--- src/rtl/clock_div_prog_if.sv ---
// clock_div_prog_if
// -----------------
// Groups the control, reload handshake and output signals of clock_div_prog.
// The system clock and reset are not part of the bundle; they stay plain
// ports on the divider.
//
// Signals
//   enable       : counter advance enable (master -> slave)
//   div_in       : proposed divisor (master -> slave)
//   load_valid   : load request for div_in (master -> slave)
//   load_ready   : divider can accept a load (slave -> master)
//   div_clock    : divided square wave (slave -> master)
//   tick         : one-cycle strobe at each div_clock rising edge (slave -> master)
//   cur_div      : divisor currently in force (slave -> master)
//   period_count : wrap counter, only with CLKDIV_PERIOD_COUNT_EN defined
//
// Optional feature macro: CLKDIV_PERIOD_COUNT_EN
interface clock_div_prog_if #(
    parameter int WIDTH = 24
);
    logic             enable;
    logic [WIDTH-1:0] div_in;
    logic             load_valid;
    logic             load_ready;
    logic             div_clock;
    logic             tick;
    logic [WIDTH-1:0] cur_div;
`ifdef CLKDIV_PERIOD_COUNT_EN
    logic [15:0]      period_count;

    modport master (
        output enable, div_in, load_valid,
        input  load_ready, div_clock, tick, cur_div, period_count
    );

    modport slave (
        input  enable, div_in, load_valid,
        output load_ready, div_clock, tick, cur_div, period_count
    );
`else
    modport master (
        output enable, div_in, load_valid,
        input  load_ready, div_clock, tick, cur_div
    );

    modport slave (
        input  enable, div_in, load_valid,
        output load_ready, div_clock, tick, cur_div
    );
`endif
endinterface

--- src/rtl/clock_div_prog.sv ---
// clock_div_prog
// --------------
// Runtime-programmable synchronous clock divider. A single WIDTH-bit counter
// produces a near-50% duty div_clock (high phase ceil(N/2) cycles) and a
// one-cycle tick strobe that consumers use as a clock enable. Everything runs
// on the rising edge of the system clock; no derived clocks are generated.
// A new divisor is accepted through a valid/ready handshake and only takes
// effect on a period boundary (or immediately while the counter is stopped).
//
// Parameters
//   WIDTH       : divisor and counter width
//   DEFAULT_DIV : divisor loaded at reset, 2 <= DEFAULT_DIV < 2**WIDTH
//
// Ports
//   clock : system clock, rising edge
//   reset : synchronous, active-low reset
//   bus   : clock_div_prog_if slave modport (enable, div_in, load_valid,
//           load_ready, div_clock, tick, cur_div [, period_count])
//
// Optional feature macro: CLKDIV_PERIOD_COUNT_EN adds a 16-bit count of
// completed periods on bus.period_count.
module clock_div_prog #(
    parameter int WIDTH       = 24,
    parameter int DEFAULT_DIV = 100000
) (
    input  logic              clock,
    input  logic              reset,
    clock_div_prog_if.slave   bus
);

    localparam logic [WIDTH-1:0] DEFAULT_DIV_W = WIDTH'(DEFAULT_DIV);

    logic [WIDTH-1:0] cnt;
    logic [WIDTH-1:0] cur_div_q;
    logic [WIDTH-1:0] pend_div;
    logic             pend;
    logic             div_clock_q;
    logic             tick_q;

    logic [WIDTH-1:0] last_cnt;
    logic [WIDTH-1:0] half_last;
    logic             wrap;
    logic             load_fire;
    logic [WIDTH-1:0] capture_div;

    // half_last is ceil(N/2)-1, the count at which the high phase ends.
    // Divisors 0 and 1 would make the counter meaningless, so they are
    // raised to 2 when captured.
    always_comb begin
        last_cnt    = cur_div_q - WIDTH'(1);
        half_last   = last_cnt >> 1;
        wrap        = bus.enable && (cnt == last_cnt);
        load_fire   = bus.load_valid && !pend;
        capture_div = (bus.div_in[WIDTH-1:1] == '0) ? WIDTH'(2) : bus.div_in;
    end

    // Counter and waveform generation. A pending divisor is swapped in only
    // when the counter returns to zero, so a shrinking divisor can never
    // leave the counter beyond the new last count. While stopped, a pending
    // divisor is applied at once and the waveform restarts from count 0.
    always_ff @(posedge clock) begin
        if (!reset) begin
            cnt         <= '0;
            cur_div_q   <= DEFAULT_DIV_W;
            div_clock_q <= 1'b0;
            tick_q      <= 1'b0;
        end else if (!bus.enable) begin
            tick_q <= 1'b0;
            if (pend) begin
                cur_div_q   <= pend_div;
                cnt         <= '0;
                div_clock_q <= 1'b0;
            end
        end else begin
            tick_q <= wrap;
            if (wrap) begin
                cnt         <= '0;
                div_clock_q <= 1'b1;
                if (pend) begin
                    cur_div_q <= pend_div;
                end
            end else begin
                cnt <= cnt + WIDTH'(1);
                if (cnt == half_last) begin
                    div_clock_q <= 1'b0;
                end
            end
        end
    end

    // Reload handshake. A transfer can only happen with nothing pending, so
    // it never collides with the edge that consumes the pending value; a
    // value captured on a wrap edge therefore waits for the following wrap.
    always_ff @(posedge clock) begin
        if (!reset) begin
            pend     <= 1'b0;
            pend_div <= DEFAULT_DIV_W;
        end else if (load_fire) begin
            pend     <= 1'b1;
            pend_div <= capture_div;
        end else if (pend && (!bus.enable || wrap)) begin
            pend <= 1'b0;
        end
    end

`ifdef CLKDIV_PERIOD_COUNT_EN
    logic [15:0] period_count_q;

    // Completed-period counter; rolls over naturally at 16 bits.
    always_ff @(posedge clock) begin
        if (!reset) begin
            period_count_q <= '0;
        end else if (wrap) begin
            period_count_q <= period_count_q + 16'd1;
        end
    end

    assign bus.period_count = period_count_q;
`endif

    assign bus.load_ready = !pend;
    assign bus.div_clock  = div_clock_q;
    assign bus.tick       = tick_q;
    assign bus.cur_div    = cur_div_q;

endmodule

--- src/flat_wrapper.sv ---
// flat-port wrapper written by rule: the top's interface ports become plain ports
module clock_div_prog_flat 
#(
    parameter int WIDTH       = 24,
    parameter int DEFAULT_DIV = 100000
)
  (clock, reset, bus_enable, bus_div_in, bus_load_valid, bus_load_ready, bus_div_clock, bus_tick, bus_cur_div);
  clock_div_prog_if #(.WIDTH(WIDTH)) bus_i ();
  input  logic clock;
  input  logic reset;
  input wire logic [$bits(bus_i.enable)-1:0] bus_enable;
  input wire logic [$bits(bus_i.div_in)-1:0] bus_div_in;
  input wire logic [$bits(bus_i.load_valid)-1:0] bus_load_valid;
  output wire logic [$bits(bus_i.load_ready)-1:0] bus_load_ready;
  output wire logic [$bits(bus_i.div_clock)-1:0] bus_div_clock;
  output wire logic [$bits(bus_i.tick)-1:0] bus_tick;
  output wire logic [$bits(bus_i.cur_div)-1:0] bus_cur_div;
  assign bus_i.enable = bus_enable;
  assign bus_i.div_in = bus_div_in;
  assign bus_i.load_valid = bus_load_valid;
  assign bus_load_ready = bus_i.load_ready;
  assign bus_div_clock = bus_i.div_clock;
  assign bus_tick = bus_i.tick;
  assign bus_cur_div = bus_i.cur_div;
  clock_div_prog #(.WIDTH(WIDTH), .DEFAULT_DIV(DEFAULT_DIV)) u_core (.clock(clock), .reset(reset), .bus(bus_i));
endmodule
--- config.mk ---
export PLATFORM = sky130hd
export DESIGN_NAME = clock_div_prog_flat
export DESIGN_NICKNAME = d
export VERILOG_FILES = /design/src/rtl/clock_div_prog_if.sv /design/src/rtl/clock_div_prog.sv /design/src/flat_wrapper.sv
export SDC_FILE = /design/constraint.sdc
export NUM_CORES = 1
export LEC_CHECK = 0
export CAP_MARGIN = 0
export CORE_MARGIN = 3
export CORE_UTILIZATION = 60
export DETAILED_ROUTE_END_ITERATION = 10
export DONT_BUFFER_PORTS = 1
export GPL_TIMING_DRIVEN = 1
export PLACE_DENSITY = 0.82
export SLEW_MARGIN = 0
export SYNTH_ARGS = -nofsm -noshare
export SYNTH_HDL_FRONTEND = slang
export SYNTH_SLANG_ARGS = --single-unit
--- constraint.sdc ---
create_clock -name clock -period 9.5 [get_ports clock]
set_clock_uncertainty 0.1 [all_clocks]
set_input_delay 1.9 -clock clock [delete_from_list [all_inputs] [get_ports clock]]
set_output_delay 1.9 -clock clock [all_outputs]
set_load 0.05 [all_outputs]
# Yosys cells after proc, flatten, opt, wreduce, memory -nomap -nowiden
# Index checks and enable logic that the tools add are counted.
dict set report totals {
  reg_bits 75
  out_inout_bits 27
  wordCells 36
}
dict set report op_classes {
  addsub 2
  n_eq_ne 4
  muxes 13
  reduce_logical 11
}
# cell count
set ops {}
lappend ops {{$mux W24} 7}
lappend ops {{$add A24 B1 Y24 const B} 1}
lappend ops {{$eq A24 B23 Y1} 1}
lappend ops {{$eq A24 B24 Y1} 1}
lappend ops {{$sub A24 B1 Y24 const B} 1}
lappend ops {{$logic_not A23 Y1} 1}
lappend ops {{$mux W1} 6}
lappend ops {{$reduce_and A2 Y1} 2}
lappend ops {{$reduce_bool A2 Y1} 2}
lappend ops {{$logic_and A1 B1 Y1} 3}
lappend ops {{$ne A3 B1 Y1 const B} 1}
lappend ops {{$logic_not A1 Y1} 2}
lappend ops {{$ne A2 B1 Y1 const B} 1}
lappend ops {{$logic_or A1 B1 Y1} 1}

# Depth between registers and ports, before layout
dict set report logic_depth {
  depth_word 7
  mapped_depth 12
  ltp_nobuf 11
}

# Worst setup path after synthesis
# Ideal clock, no wire load.
dict set report synth_path {
  kind {reg2reg}
  start {register u_core.cur_div_q[0], in the netlist u_core.bus.cur_div[0]}
  end {register u_core.cur_div_q[20], in the netlist u_core.bus.cur_div[20]}
  setup_ns 0.132
  arrival_time_ns 3.395
  required_time_ns 9.268
  setup_slack_ns 5.872
  path_stages_with_launch 13
  n_path_buf 1
  synth_period_minus_slack_ns 3.628
  cell_sequence {dfxtp_1 inv_1 ha_1 or4b_2 or4_1 and2_1 nand2_1 nand4b_1 or4_4 o21a_1 buf_2 o21ai_0 a21oi_1}
}
dict set report synth_between {
  elab_chain_cells 4
}
# element line_no
set synth_rtl {}
lappend synth_rtl {{start, declared} clock_div_prog.sv:34} ;# logic [WIDTH-1:0] cur_div_q;
lappend synth_rtl {{start signal, assigned} clock_div_prog.sv:70} ;# cur_div_q <= pend_div;
lappend synth_rtl {{start signal, assigned} clock_div_prog.sv:80} ;# cur_div_q <= pend_div;
lappend synth_rtl {{$sub A24 B1 Y24} clock_div_prog.sv:50} ;# last_cnt = cur_div_q - WIDTH'(1);
lappend synth_rtl {{$eq A24 B24 Y1} clock_div_prog.sv:52} ;# wrap = bus.enable && (cnt == last_cnt);
lappend synth_rtl {{$logic_and A1 B1 Y1} clock_div_prog.sv:52}
lappend synth_rtl {{$ne A2 B1 Y1 (no source line)} --}
# No other way between the ends.
# A chain may end at the register's enable or synchronous reset.

# Worst setup path in the final report
dict set report layout_path {
  start {register u_core.cur_div_q[3], in the netlist u_core.bus.cur_div[3]}
  end {register u_core.cur_div_q[1], in the netlist u_core.bus.cur_div[1]}
}
# Same word-level chain as after synthesis.

==> results.cfg <==
[critical_path]
cp.arrival_ps = 4880
cpMaxStageDelayCell = nor3_1
critical-path-max-stage-delay_ps = 970
worstPathRequired_ps = 9620
cp_max_fo = 24
crit_top_cell = nor3_1
critPathBufInv = 0
setup.worst_path.class = flip-flop to flip-flop
r2r_setup_slack_ps = 4740
worstSetupStartpointType = flip-flop
cp-end-kind = flip-flop
crit_chain = nor3_1 -> nand2_1 -> or4_1 -> a211oi_1 -> nor3_1 -> or4_4 -> o21a_1 -> o21ai_0 -> a21oi_1
cp_top_family = simple AND/OR/NAND/NOR gates

[clocking]
cts_resized = 0
cts_buffers = 9
root_buffer = clkbuf_8
insertion_delay_ps = 370
cts_tree = done
cts-hold-fix-buffers = 0
post_cts_buffers = 0
cts_sinks = 75
cts_htree_levels = 3
clock_path_buffers = 2
clk_pin_slew_ps = 80

[timing]
finalCritPeriodShare = 0.501
setup_viol = 0
rsz0062_at_grt = false
final_hold_viol_count = 0
slew_violations = 0
slew_headroom = 0.184
tightestPinTransition_ps = 1210
fin_crit_ps = 4760
tns_ps = 0
fmax_mhz = 210

[floorplan]
ios = 55
die_h_um = 96.9
die_w_um = 96.9
core_mm2 = 0.00789
start_util = 0.628
rows = 32
dieArea_mm2 = 0.00939

[global_routing]
gr-total-overflow = 0
use_met2 = 0.463
grt_pass1_vias = 4445
use_met3 = 0.0591
grt.total_usage = 0.293
grt_start_max_net_pins = 38
met1_usage = 0.387
antenna_found_initial = 0
grt_pass1_wl_um = 22500
grt-busiest-layer = met2

[place]
io_buffers = 0
placed_cells = 698
gp_congestion = 0.986
hpwl_um = 10200

[synth]
syn_nets = 684
synth_edf_count = 0
synthTopCellsByCount = 75 x dfxtp_1, 74 x nand2_1, 65 x nand3_1
yosysMostFrequentCell = dfxtp_1
netlist_instances = 654
async_reset_ff_frac = 0
ys_seq_area_frac = 0.303
yosysTopAreaCellShare = 0.303
ys.flop_type = dfxtp_1
synth_area_mm2 = 0.00496
synth.largest_area_cell = dfxtp_1
synth_seq_cells = 75
synthTopCellsByArea = dfxtp_1 30%, xnor2_1 6.7%, nand3_1 6.6%
ys.warnings.count = 0
synth.avg_cell_area_um2 = 7.58
ys_types = 63

[min_path]
hp-class = flip-flop to flip-flop

[routing]
drc = 0
wirelength_um = 13600
ant_nets = 0
viasPerCell = 6.54
first_pass_iters = 6
wl_per_cell_um = 19.1
num_vias = 4673
first_iter_violations = 416

[power]
p_leak_uw = 0.00167
switchingPower_uw = 208
power_frac_comb = 0.108
seq_power_share = 0.512
power.internal_uw = 475
cellPowerDensity_mw_per_mm2 = 135
p_clk_frac = 0.381
switching_share = 0.304
finalPower_uw = 682
vdd_ir_drop_max_uv = 110

[cells_and_area]
area_delta_synth_final_pct = 1.77
utilization = 0.639
diodes = 0
stdcell_count = 714
drive_gt1_frac = 0.0605
finalNetCount = 637

[status]
status = completed

[run]
maxCapViolations = 0
## sequential cells by signal, indices dropped and copies added, names as in the netlist
name,count
u_core.bus.div_clock,1
u_core.bus.cur_div,24
u_core.pend_div,24
u_core.bus.tick,1
u_core.pend,1
u_core.cnt,24
## layout make-up
cell class	instances	area, um2
tap	102	128
multi-input combinational	506	3150
clock buffer	10	128
sequential	75	1500
fill	678	2840
clock inverter	6	72.6
inverter	12	45.0
timing repair buffer	3	22.5
## placed cells by master (no fill, tap or decap), types with 6 or more instances in the layout
cell type	synthesis	routed
nand3_1	65	65
o21ai_1	19	19
dfxtp_1	75	75
nand4_1	10	10
xnor2_1	38	38
nor3_1	25	25
nand2_1	74	74
or4_1	7	7
xor2_1	28	28
o21ai_0	23	23
and3_1	8	8
nor2_1	35	35
nor4_1	17	17
or3_1	9	9
o211ai_1	7	7
inv_1	11	11
a21oi_1	50	50
clkbuf_8	0	9
a21o_1	6	6
## worst paths after layout
kind | start | end | cells past startpoint
worst max-delay path | u_core.bus.cur_div[3] | u_core.bus.cur_div[1] | 9
worst min-delay path | u_core.pend_div[13] | u_core.pend_div[13] | 2
worst max register to register | u_core.bus.cur_div[3] | u_core.bus.cur_div[1] | 9
worst min register to register | u_core.pend_div[13] | u_core.pend_div[13] | 2
## cell families after synthesis
| group | count (synthesis) | share of synthesized area |
|---|---|---|
| muxes | 5 | 0.0104 |
| buffers and inverters | 73 | 0.0621 |
| and+or+nand+nor | 289 | 0.317 |
| xor gates and xnor gates | 68 | 0.126 |
| AOI/OAI and AO/OA | 141 | 0.175 |
| adders and majority gates | 3 | 0.00707 |
| DFF | 75 | 0.303 |
## tightest hold or removal path: stages, from the launching register on
cell     delay (ps)
dfxtp_1         320
nand2_1          50
a21oi_1          50
## metrics by stage
step                setup slack, ps  hold WS [ps]  area (um2)
floorplan                      5870           333        4960
global placement               4950           346        4840
detailed placement             4820           347        4840
CTS                            4790           359        5040
global route                   4440           382        5040
finish                         4740           361        5040
## power groups by stage
stage	sequential, uW	combinational, uW	clock, uW
detailed placement	356	72.7	0
global placement	356	70.4	0
floorplan	348	66.1	0
finish	349	73.3	260
global route	351	82.0	274
CTS	349	72.9	260
## metal layers
metal,wire [um],vias up
met4,483,0
li1,-,2235
met5,0,-
met1,5730,2162
met2,6180,231
met3,1230,45
No activity file was read; power rests on OpenSTA's default activity.
==> RTL edit 1 (config.mk and constraints unchanged) <==
`WIDTH` is set to 24 in 3 places; all go to 48.
--- a/src/rtl/clock_div_prog_if.sv
+++ b/src/rtl/clock_div_prog_if.sv
@@ -16,7 +16,7 @@
 //
 // Optional feature macro: CLKDIV_PERIOD_COUNT_EN
 interface clock_div_prog_if #(
-    parameter int WIDTH = 24
+    parameter int WIDTH = 48
 );
     logic             enable;
     logic [WIDTH-1:0] div_in;
--- a/src/rtl/clock_div_prog.sv
+++ b/src/rtl/clock_div_prog.sv
@@ -20,7 +20,7 @@
 // Optional feature macro: CLKDIV_PERIOD_COUNT_EN adds a 16-bit count of
 // completed periods on bus.period_count.
 module clock_div_prog #(
-    parameter int WIDTH       = 24,
+    parameter int WIDTH       = 48,
     parameter int DEFAULT_DIV = 100000
 ) (
     input  logic              clock,
--- a/src/flat_wrapper.sv
+++ b/src/flat_wrapper.sv
@@ -1,7 +1,7 @@
 // flat-port wrapper written by rule: the top's interface ports become plain ports
 module clock_div_prog_flat 
 #(
-    parameter int WIDTH       = 24,
+    parameter int WIDTH       = 48,
     parameter int DEFAULT_DIV = 100000
 )
   (clock, reset, bus_enable, bus_div_in, bus_load_valid, bus_load_ready, bus_div_clock, bus_tick, bus_cur_div);
Interface: changed (resized bus_cur_div and bus_div_in); port bits go from 55 to 103. The function was not compared with the original's and may differ.
==> RTL edit 1 against the original RTL <==
Fmax shrank 23%. Area after synthesis is 81% higher. Setup slack lost 1.4 ns. Total power grew 120%. Routed wire length rose by 110%. Sequential cell count is 72 higher. Final area grew 87%. Combinational power grew 75%. Critical path type unchanged.
==> RTL edit 1: results (changes against the original RTL) <==
drt:
  routedWlPerCell_um: 22.3  # +17%
  drt_iter0_drc: 1010  # +140%
  drt-total-wl_mm: 29.2  # +110%
  vias_per_cell: 6.57  # +0.39%
sta:
  timing.hold.ws_ns: 0.355  # -0.00580 ns
worst_setup_path:
  crit_arrival_ns: 6.42  # +1.54 ns
  reg2reg_depth: 10  # +1
  crit_slowest_cell: "nor4_1"
power:
  pwr-share-comb_pct: 8.6  # -2.2 points
  power_frac_seq_pct: 45.0  # -6.2 points
  p_leak_uw: 0.00312  # +87%
  p_switching_uw: 428  # +110%
layout:
  clock_area_share_pct: 6.34  # +2.4 points
  final-nonclk-buf-share_pct: 0.874  # +0.43 points
  register_area_mm2: 0.00294  # +96%
  inverters: 27  # +15
  final_layout_size_suffix_gt1_share_pct: 5.49  # -0.55 points
  area_growth_pct: 5.33
yosys:
  yosys-top-cells-count: "148 x nand2_1, 147 x dfxtp_1, 112 x xnor2_1, 101 x a21oi_1"
  syn_area_per_cell_um2: 7.53  # -0.60%
  synth_top_cells_by_area: "dfxtp_1 33%, xnor2_1 11%, nand2_1 6.2%, a21oi_1 5.6%, nand3_1 5.2%"
  ys_ff_latch: 147  # +96%
  synth_cell_types: 65  # +3.2%
floorplanning:
  die_x_um: 128  # +32%
clock_tree:
  cts_htree_levels: 4  # +1
  cts_made_buffers: 17  # +8
  clk_latency_ns: 0.44  # +0.07 ns
status:
  status: "finished, final reports clean"
place:
  placedCellCount: 1281  # +84%
  dpl-instance-area_mm2: 0.00885  # +83%
[RTL edit 1: cell count changes after synthesis, sizes merged, moves of 8 or more]
| cell | unedited run | this run |
|---|---|---|
| xor2 | 28 | 47 |
| xnor2 | 38 | 112 |
| nor2 | 36 | 93 |
| nand3 | 66 | 94 |
| dfxtp | 75 | 147 |
| nand2 | 74 | 148 |
| nand4 | 10 | 38 |
| a21oi | 50 | 101 |
| nor4 | 20 | 39 |
| and3 | 8 | 16 |
| o21ai | 43 | 60 |
| clkbuf | 43 | 82 |
| inv | 12 | 27 |
[RTL edit 1: kinds of logic after synthesis]
group           Yosys count  synth area share, %
buf+inv                 132                 6.22
simple gates            526                 29.8
fa+ha+maj                 2                0.279
flops                   147                 32.8
xor+xnor                162                 16.3
compound gates          222                 14.6
[RTL edit 1: layer usage]
metal	part of all wire (%)	global-route usage (%)	vias to the layer above
li1	-	-	4036
met1	41	47.7	4041
met2	45	55.3	459
met3	9.5	7.96	91
met4	4.3	15.2	0
met5	0	0	-
==> RTL edit 2 (same flow settings) <==
Made on the original files. `DEFAULT_DIV` is set to 100000 in 2 places; all go to 65536.
--- a/src/rtl/clock_div_prog.sv
+++ b/src/rtl/clock_div_prog.sv
@@ -21,7 +21,7 @@
 // completed periods on bus.period_count.
 module clock_div_prog #(
     parameter int WIDTH       = 24,
-    parameter int DEFAULT_DIV = 100000
+    parameter int DEFAULT_DIV = 65536
 ) (
     input  logic              clock,
     input  logic              reset,
--- a/src/flat_wrapper.sv
+++ b/src/flat_wrapper.sv
@@ -2,7 +2,7 @@
 module clock_div_prog_flat 
 #(
     parameter int WIDTH       = 24,
-    parameter int DEFAULT_DIV = 100000
+    parameter int DEFAULT_DIV = 65536
 )
   (clock, reset, bus_enable, bus_div_in, bus_load_valid, bus_load_ready, bus_div_clock, bus_tick, bus_cur_div);
   clock_div_prog_if #(.WIDTH(WIDTH)) bus_i ();
Function: changed (a bounded check fails within 4 cycles, from zero or initial values and one cycle with reset low).
==> RTL edit 2 against the original RTL <==
Synthesized cell count increased by 17%. Setup slack got worse by 0.39 ns. Area after synthesis up 20%. Sequential share of layout area shrank 4.9 points. Final area increased by 20%. Via count up 20%. Hold slack gained 0.010 ns. Non-clock buffer count increased by 4. Routed wire length increased by 22%. Sequential cell count did not move. Largest cell class unchanged. Highest routed layer unchanged.
Power is not compared: it rests on default switching activity, and its combinational part moved more than twofold at a synthesized area within 25%.
==> RTL edit 2: results (changes against the original RTL) <==
status:
  status: "finished, final reports clean"
place:
  gp_congestion: 0.971  # -1.5%
  dp_hpwl_mm: 12.1  # +19%
  placedCellCount: 817  # +17%
drt:
  vias_per_cell: 6.73  # +2.8%
  met2_length_mm: 7.73  # +25%
  drt-met1-wl_mm: 6.94  # +21%
worst_setup_path:
  cp_slowest_stage_delay_ns: 1.03  # +0.06 ns
  crit_arrival_ns: 5.26  # +0.38 ns
  r2r_start: "u_core.bus.cur_div[0]"
  r2r_slack_ns: 4.35  # -0.39 ns
  crit_slowest_cell: "nor3b_1"
  r2r-end: "u_core.cnt[20]"
  cp_max_fo: 36  # +50%
global_routing:
  grtUsageMet2_pct: 49.2  # +2.8 points
  grt_max_degree: 107  # +180%
  grt_pass1_vias: 5336  # +20%
  grtUsageMet3_pct: 6.06  # +0.15 points
  grt_pass1_wl_mm: 27.6  # +22%
yosys:
  syn_nets: 796  # +16%
  synth_cell_types: 73  # +16%
  postSynthCellCount: 766  # +17%
  yosys-top-cells-count: "97 x nand2_1, 75 x dfxtp_1, 66 x clkbuf_1, 63 x nand3_1, 62 x and3_1"
layout:
  final_layout_size_suffix_gt1_share_pct: 9.23  # +3.2 points
  fin_cells: 833  # +17%
-- RTL edit 2: worst min-delay path by stage --
stage,end,slack (ns),depth (start not counted)
2_1_floorplan,u_core.pend_div[0],0.35,2
4_1_cts,u_core.pend_div[0],0.38,2
3_5_place_dp,u_core.pend_div[0],0.37,2
6_report,u_core.pend_div[0],0.37,2
5_1_grt,u_core.pend_div[12],0.41,2
3_3_place_gp,u_core.pend_div[14],0.36,2
-- RTL edit 2: power by group through the flow --
stage	combinational, µW	sequential [µW]	clock, µW
floorplan	134	346	0
global placement	155	354	0
detailed placement	155	354	0
CTS	156	347	284
global route	173	349	299
finish	158	347	282
-- RTL edit 2: worst reg2reg max path, cell delays in order (launching register included) --
cell and delay (ns):
dfxtp_1 0.58, inv_1 0.15, ha_1 0.24, nor3b_1 1.03, nand4_1 0.48, nor3_1 0.42, xnor3_1 0.22, nand2_1 0.12
or4_1 0.84, nor2_8 0.64, a211oi_1 0.20
-- RTL edit 2: final cells by class --
type | count | area [µm²]
multi-input combinational | 590 | 4040
tap | 129 | 161
inverter | 16 | 60.1
timing repair buffer | 7 | 52.6
fill | 850 | 3420
clock inverter | 6 | 96.3
clock buffer | 10 | 128
sequential | 75 | 1500
-- RTL edit 2: cell families (layout without fill, tap and decap cells) --
group	count (synthesis)	count (layout)	share of synthesized area (%)
AND/OR/NAND/NOR	363	363	33.4
AO/OA/AOI/OAI	152	152	20.8
buffers and inverters	101	39	7.40
flip-flops	75	75	25.2
XOR/XNOR	70	70	12.4
adder cells (fa/ha/maj)	3	3	0.587
multiplexers	2	2	0.336
